[src/rtl/regfile_write_arbiter.sv]
// Two-requester arbiter for the register file write port.
// Registered round-robin grant with a per-owner burst cap under contention.
module regfile_write_arbiter #(
  parameter int unsigned DATA_W    = 16,
  parameter int unsigned ADDR_W    = 4,
  parameter int unsigned MAX_BURST = 4
) (
  input  logic              Clk,
  input  logic              RESET,
  input  logic              req0,
  input  logic              req1,
  input  logic [ADDR_W-1:0] addr0,
  input  logic [ADDR_W-1:0] addr1,
  input  logic [DATA_W-1:0] data0,
  input  logic [DATA_W-1:0] data1,
  output logic              gnt0,
  output logic              gnt1,
  output logic              ack0,
  output logic              ack1,
  output logic              RegWrEn,
  output logic [ADDR_W-1:0] RegWrAddr,
  output logic [DATA_W-1:0] RegWrData,
  output logic              Busy
);

  localparam int unsigned CntW = $clog2(MAX_BURST + 1);
  localparam logic [CntW-1:0] CntMax = CntW'(MAX_BURST);

  localparam logic [1:0] StIdle = 2'd0;
  localparam logic [1:0] StOwn0 = 2'd1;
  localparam logic [1:0] StOwn1 = 2'd2;

  logic [1:0]      state_q, state_d;
  logic [CntW-1:0] cnt_q, cnt_d;
  logic            last_q, last_d;

  logic own_id, own_req, oth_req, own_ack, burst_done;
  logic [1:0] oth_state;

  always_comb begin
    gnt0      = (state_q == StOwn0);
    gnt1      = (state_q == StOwn1);
    // RESET gates the acks so no write can land on a reset edge, even mid-burst.
    ack0      = gnt0 & req0 & (cnt_q < CntMax) & RESET;
    ack1      = gnt1 & req1 & (cnt_q < CntMax) & RESET;
    RegWrEn   = ack0 | ack1;
    RegWrAddr = ack0 ? addr0 : (ack1 ? addr1 : '0);
    RegWrData = ack0 ? data0 : (ack1 ? data1 : '0);
    Busy      = (state_q != StIdle);
  end

  always_comb begin
    state_d    = state_q;
    cnt_d      = cnt_q;
    last_d     = last_q;
    own_id     = (state_q == StOwn1);
    own_req    = own_id ? req1 : req0;
    oth_req    = own_id ? req0 : req1;
    own_ack    = ack0 | ack1;
    oth_state  = own_id ? StOwn0 : StOwn1;
    burst_done = ((cnt_q + CntW'(1)) == CntMax);

    case (state_q)
      StIdle: begin
        cnt_d = '0;
        // last_q == 1 means req1 was served last, so req0 wins a tie.
        if (req0 && (!req1 || last_q)) begin
          state_d = StOwn0;
        end else if (req1) begin
          state_d = StOwn1;
        end
      end
      StOwn0, StOwn1: begin
        if (!own_req) begin
          state_d = oth_req ? oth_state : StIdle;
          cnt_d   = '0;
          last_d  = own_id;
        end else if (own_ack) begin
          if (burst_done) begin
            // A lone requester keeps the port; the count just restarts.
            cnt_d = '0;
            if (oth_req) begin
              state_d = oth_state;
              last_d  = own_id;
            end
          end else begin
            cnt_d = cnt_q + CntW'(1);
          end
        end
      end
      default: begin
        state_d = StIdle;
        cnt_d   = '0;
      end
    endcase
  end

  always_ff @(posedge Clk) begin
    if (!RESET) begin
      state_q <= StIdle;
      cnt_q   <= '0;
      last_q  <= 1'b1;
    end else begin
      state_q <= state_d;
      cnt_q   <= cnt_d;
      last_q  <= last_d;
    end
  end

endmodule
[config.mk]
export PLATFORM = sky130hd
export DESIGN_NAME = regfile_write_arbiter
export DESIGN_NICKNAME = d
export VERILOG_FILES = /design/src/rtl/regfile_write_arbiter.sv
export SDC_FILE = /design/constraint.sdc
export NUM_CORES = 1
export LEC_CHECK = 0
export ABC_AREA = 0
export ABC_CLOCK_PERIOD_IN_PS = 2000
export BUFFER_PORTS_ARGS = -buffer_cell sky130_fd_sc_hd__buf_2
export CORE_MARGIN = 2
export CORE_UTILIZATION = 37
export CTS_BUF_LIST = sky130_fd_sc_hd__clkbuf_4
export DETAILED_ROUTE_END_ITERATION = 10
export GPL_TIMING_DRIVEN = 0
export PLACE_DENSITY = 0.81
export SLEW_MARGIN = 20
export SYNTH_ARGS = -nofsm -noshare
export SYNTH_HDL_FRONTEND = slang
export SYNTH_SLANG_ARGS = --single-unit
[constraint.sdc]
create_clock -name Clk -period 2 [get_ports Clk]
set_input_delay 0.1 -clock Clk [delete_from_list [all_inputs] [get_ports Clk]]
set_output_delay 0.1 -clock Clk [all_outputs]
set_load 0.01 [all_outputs]
* Yosys cells after proc, flatten, opt, wreduce, memory -nomap -nowiden
Index checks and enable logic that the tools add are counted.
** Word-level totals
- Output and inout bits :: 26
- Bits of input ports :: 44
- Bits in registers :: 6
- Logic and storage cells :: 51
** Cells by class
- Reductions and logical operators :: 9
- Mux-type cells :: 20
- Order comparisons :: 1
- Eq/ne operators :: 10
- Add/subtract/negate cells :: 1
- Bitwise logic cells :: 7
** Operator list (number)
- $mux 16 :: 2
- $mux 2 :: 8
- $ne 3x3->1 const B :: 4
- $mux 4 :: 2
- $reduce_and 4->1 :: 2
- $and 1x1->1 :: 6
- $mux 1 :: 6
- $ne 2x1->1 const B :: 2
- $pmux 2 s2 :: 1
- $add 3x1->3 const B :: 1
- $eq 3x3->1 const B :: 1
- $lt 3x3->1 const B :: 1
- $mux 3 :: 1
- $reduce_and 3->1 :: 1
- $eq 2x1->1 const B :: 1
- $eq 2x2->1 const B :: 1
- $logic_not 2->1 :: 1
- $ne 2x2->1 const B :: 1
- $reduce_bool 2->1 :: 1
- $reduce_or 2->1 :: 1
- $logic_and 1x1->1 :: 1
- $logic_not 1->1 :: 1
- $logic_or 1x1->1 :: 1
- $or 1x1->1 :: 1

* Logic depth before layout (Yosys ltp)
- Depth in word-level cells :: 8
- Depth in mapped cells :: 7
- Depth with buffers taken out :: 6

* Worst setup path before layout
Ideal clock, no wire load.
- Kind :: flip-flop to output port
- Start :: register state_q[0]
- End :: output port RegWrAddr[0]
- Data required time :: 1900 ps
- Path buffers :: 1
- Setup slack :: 393 ps
- Stages on the path, launching flop included :: 8
- Data arrival time :: 1507 ps
- Cell sequence :: dfxtp_1 -> inv_1 -> ha_1 -> and2_4 -> nor2b_4 -> and2_4 -> buf_6 -> a22o_1
** Between the ends
- Word-level cells in the longest chain between the ends :: 6
- Elaborated cells on any way between the ends :: 10
- Those cells by class :: eq/ne (2); mux (2); bitwise (6)
** RTL lines
- from (decl) :: line 33 : logic [1:0] state_q, state_d;
- from (signal assigned) :: line 100 : state_q <= StIdle;
- from (signal assigned) :: line 104 : state_q <= state_d;
- $eq 2x2->1 :: line 42 : gnt1 = (state_q == StOwn1);
- net gnt1 :: line 17 : output logic gnt1,
- $and 1x1->1 (3 in series) :: line 45 : ack1 = gnt1 & req1 & (cnt_q < CntMax) & RESET;
- net ack1 :: line 19 : output logic ack1,
- $mux 4 (2 in series) :: line 47 : RegWrAddr = ack0 ? addr0 : (ack1 ? addr1 : '0);
- to (decl) :: line 21 : output logic [ADDR_W-1:0] RegWrAddr,
The timed path passes the listed nets, and every way through them passes these cells.

* Worst setup path in the final report
- Start :: register state_q[0]
- End :: output port RegWrData[2]
** Between the ends
- Word-level cells in the longest chain between the ends :: 6
- Elaborated cells on any way between the ends :: 10
- Those cells by class :: eq/ne (2); mux (2); bitwise (6)
** RTL lines
- $eq 2x2->1 :: line 42
- $and 1x1->1 (3 in series) :: line 45
- $mux 16 :: line 48 : RegWrData = ack0 ? data0 : (ack1 ? data1 : '0);
- $mux 16 * :: line 48
- to (decl) :: line 22 : output logic [DATA_W-1:0] RegWrData,
Mark *: on every way between the ends. The rest lies on a longest branch, timed or not.

==> results.cfg <==
[layout]
drive_gt1_share_pct = 54.4
fillCellCount = 191
num_antenna_cells = 0
nNetsFinal = 212
area_growth_pct = 56.0

[route]
drc_errors = 0
via_per_inst = 4.96
first_pass_iters = 4
wl_mm = 2.37
vias = 928
wire_per_inst_um = 12.7
ant_nets = 0
drtIter0Drc = 13

[logic_synthesis]
ys.flop_type = dfxtp_1
synth-edff-count = 0
synth_area_um2 = 742
yosysUniqueCellTypes = 31
synth_nets = 138
postSynthCellCount = 88
syn_avg_cell_area_um2 = 8.43
synth.yosys.seq_area_share_pct = 16.2
synthArstFlopShare_pct = 0
ys_ff_latch = 6
yosysWarnings = 0

[clocking]
clk_latency_ns = 0.24
cts-root-buf = clkbuf_4
cts_tree = built
clkSinkCount = 6
numCtsBuffers = 3
hold_buffers = 0
htreeDepth = 1
clkTransAtPathRegs_ns = 0.04
cts_buffer_depth = 2

[timing]
skew_ns = 0.000701
setup_viol = 0
final.period_utilization_pct = 92.4
rsz0062_at_grt = false
final_hold_viol_count = 0
worst_pin_slew_ns = 0.279
setup_tns_ns = 0
slew_viol_final = 0
relSlewSlack_pct = 81.3
post-route-min-period_ns = 1.85
timing.fmax_ghz = 0.541

[min_path]
hold_class = in2reg
min_path_cells = 2

[worst_setup_path]
required_ns = 1.90
cp_top_family = simple AND/OR/NAND/NOR gates
worst-path-buf-inv = 3
worst_setup_path_start_kind = flip-flop
cp_max_fo = 10
cp.arrival_ns = 1.75
reg2reg_depth = 6
critPathMostFrequentCell = and2_4
worst-path-stages = 8
critical_path_class = reg2out
cp_slowest_cell = dfxtp_2
slowest_delay_ns = 0.35
end_kind = primary output
path_cells = inv_1 > ha_4 > and2_4 > nor2b_4 > and2_4 > buf_6 > a22o_1 > buf_2

[grt]
grt_usage_pct = 20.5
grt_max_degree = 11
first_global_vias = 862
grt.overflow.total = 0
grt_pass1_wl_mm = 3.92
antenna_found_initial = 0

[floorplan]
core-area_um2 = 1920
dieArea_um2 = 2380
die_w_um = 48.8
rows = 16
ios = 70
dieHeight_um = 48.8
start_util_pct = 38.6

[pwr]
p_sw_share_pct = 43.2
comb_power_share_pct = 66.7
intPower_w = 0.000468
switching_power_w = 0.000356
leakagePower_nw = 0.643
peakVddDrop_mv = 0.537
powerDensity_nw_per_um2 = 712
power_w = 0.000824
pwr-share-seq_pct = 20.4
clkPwrFrac_pct = 12.9

[place]
portBuffers = 69
hpwl_mm = 2.00
gp_congestion = 0.875

[status]
run_status = complete, no violations

[job]
maxCapViolCount = 0
## sequential cells by signal, indices dropped and copies added (netlist names)
signal / flops
state_q: 2
cnt_q: 3
last_q: 1
## logic make-up (layout without fill, tap and decap cells)
logic type / count (synthesis) / after routing / share of synthesized area [%]
xor+xnor: 1 / 1 / 1.18
compound gates: 35 / 35 / 37.6
buf+inv: 10 / 82 / 7.42
flops: 6 / 6 / 16.2
fa+ha+maj: 6 / 6 / 10.1
mux: 4 / 4 / 5.40
simple gates: 26 / 26 / 22.1
## layout by cell type, fill, tap and decap left out, types with 3 or more instances in the layout
cell,count
a21oi_1,3
a22o_1,20
buf_2,71
clkbuf_4,3
dfxtp_1,5
ha_1,5
inv_1,6
mux2i_1,4
nand2_1,7
nor2_1,5
o21ai_0,5
## final timing paths
path,startpoint,endpoint,slack (ns)
setup / recovery,state_q[0],RegWrData[2],0.15
hold / removal,RESET,last_q,0.14
setup reg to reg,state_q[1],state_q[0],0.34
hold reg to reg,state_q[0],state_q[0],0.49
## through the flow
stage / worst slack [ns] / area [um2] / utilization [%] / hold WS, ns / std cells
floorplan: 0.393 / 742 / - / 0.195 / 88
detailed placement: 0.230 / 1120 / 58.3 / 0.384 / 184
global placement: 0.280 / 1120 / 58.3 / 0.384 / 184
CTS: 0.0557 / 1150 / 59.6 / 0.135 / 187
global route: 0.00580 / 1160 / 60.2 / 0.139 / 187
finish: 0.151 / 1160 / 60.2 / 0.141 / 187
## routing by layer
metal / wire length (um) / up-vias / GRT usage (%) / share of wire [%]
li1: - / 472 / - / -
met1: 940 / 413 / 22.7 / 40
met2: 1240 / 41 / 38.8 / 52
met3: 180 / 2 / 3.37 / 7.6
met4: 7 / 0 / 7.14 / 0.30
met5: 0 / - / 0 / 0
## repair_timing
action	CTS	global route
setup buffers	0	0
cloned	0	0
gates resized for setup	1	2
setup endpoints to repair	20	20
## cell usage after synthesis, types with 2 or more instances
cell type  instances  share of area (%)
nor2_1             5                2.5
a21oi_1            3                2.0
buf_6              2                3.0
nand2_1            7                3.5
ha_1               6                 10
mux2i_1            4                5.4
inv_1              6                3.0
and2b_1            2                2.0
and2_4             2                2.4
o21ai_0            5                3.4
dfxtp_1            6                 16
a22o_1            20                 24
buf_2              2                1.3
## power by group through the flow
| stage | clock network (W) | registers [W] | logic [W] |
|---|---|---|---|
| floorplan | 0 | 0.000159 | 0.000363 |
| global placement | 0 | 0.000162 | 0.000517 |
| detailed placement | 0 | 0.000165 | 0.000537 |
| CTS | 0.000111 | 0.000163 | 0.000542 |
| global route | 0.000122 | 0.000171 | 0.000609 |
| finish | 0.000106 | 0.000168 | 0.000549 |
## layout make-up
class | instances | area, um2 | area share (%)
timing repair buffer | 69 | 345 | 29.8
clock buffer | 3 | 22.5 | 1.95
sequential | 6 | 121 | 10.5
multi-input combinational | 72 | 579 | 50.1
inverter | 6 | 22.5 | 1.95
tap | 27 | 33.8 | 2.92
buffer | 4 | 32.5 | 2.81
Power figures use the tool's default switching activity.
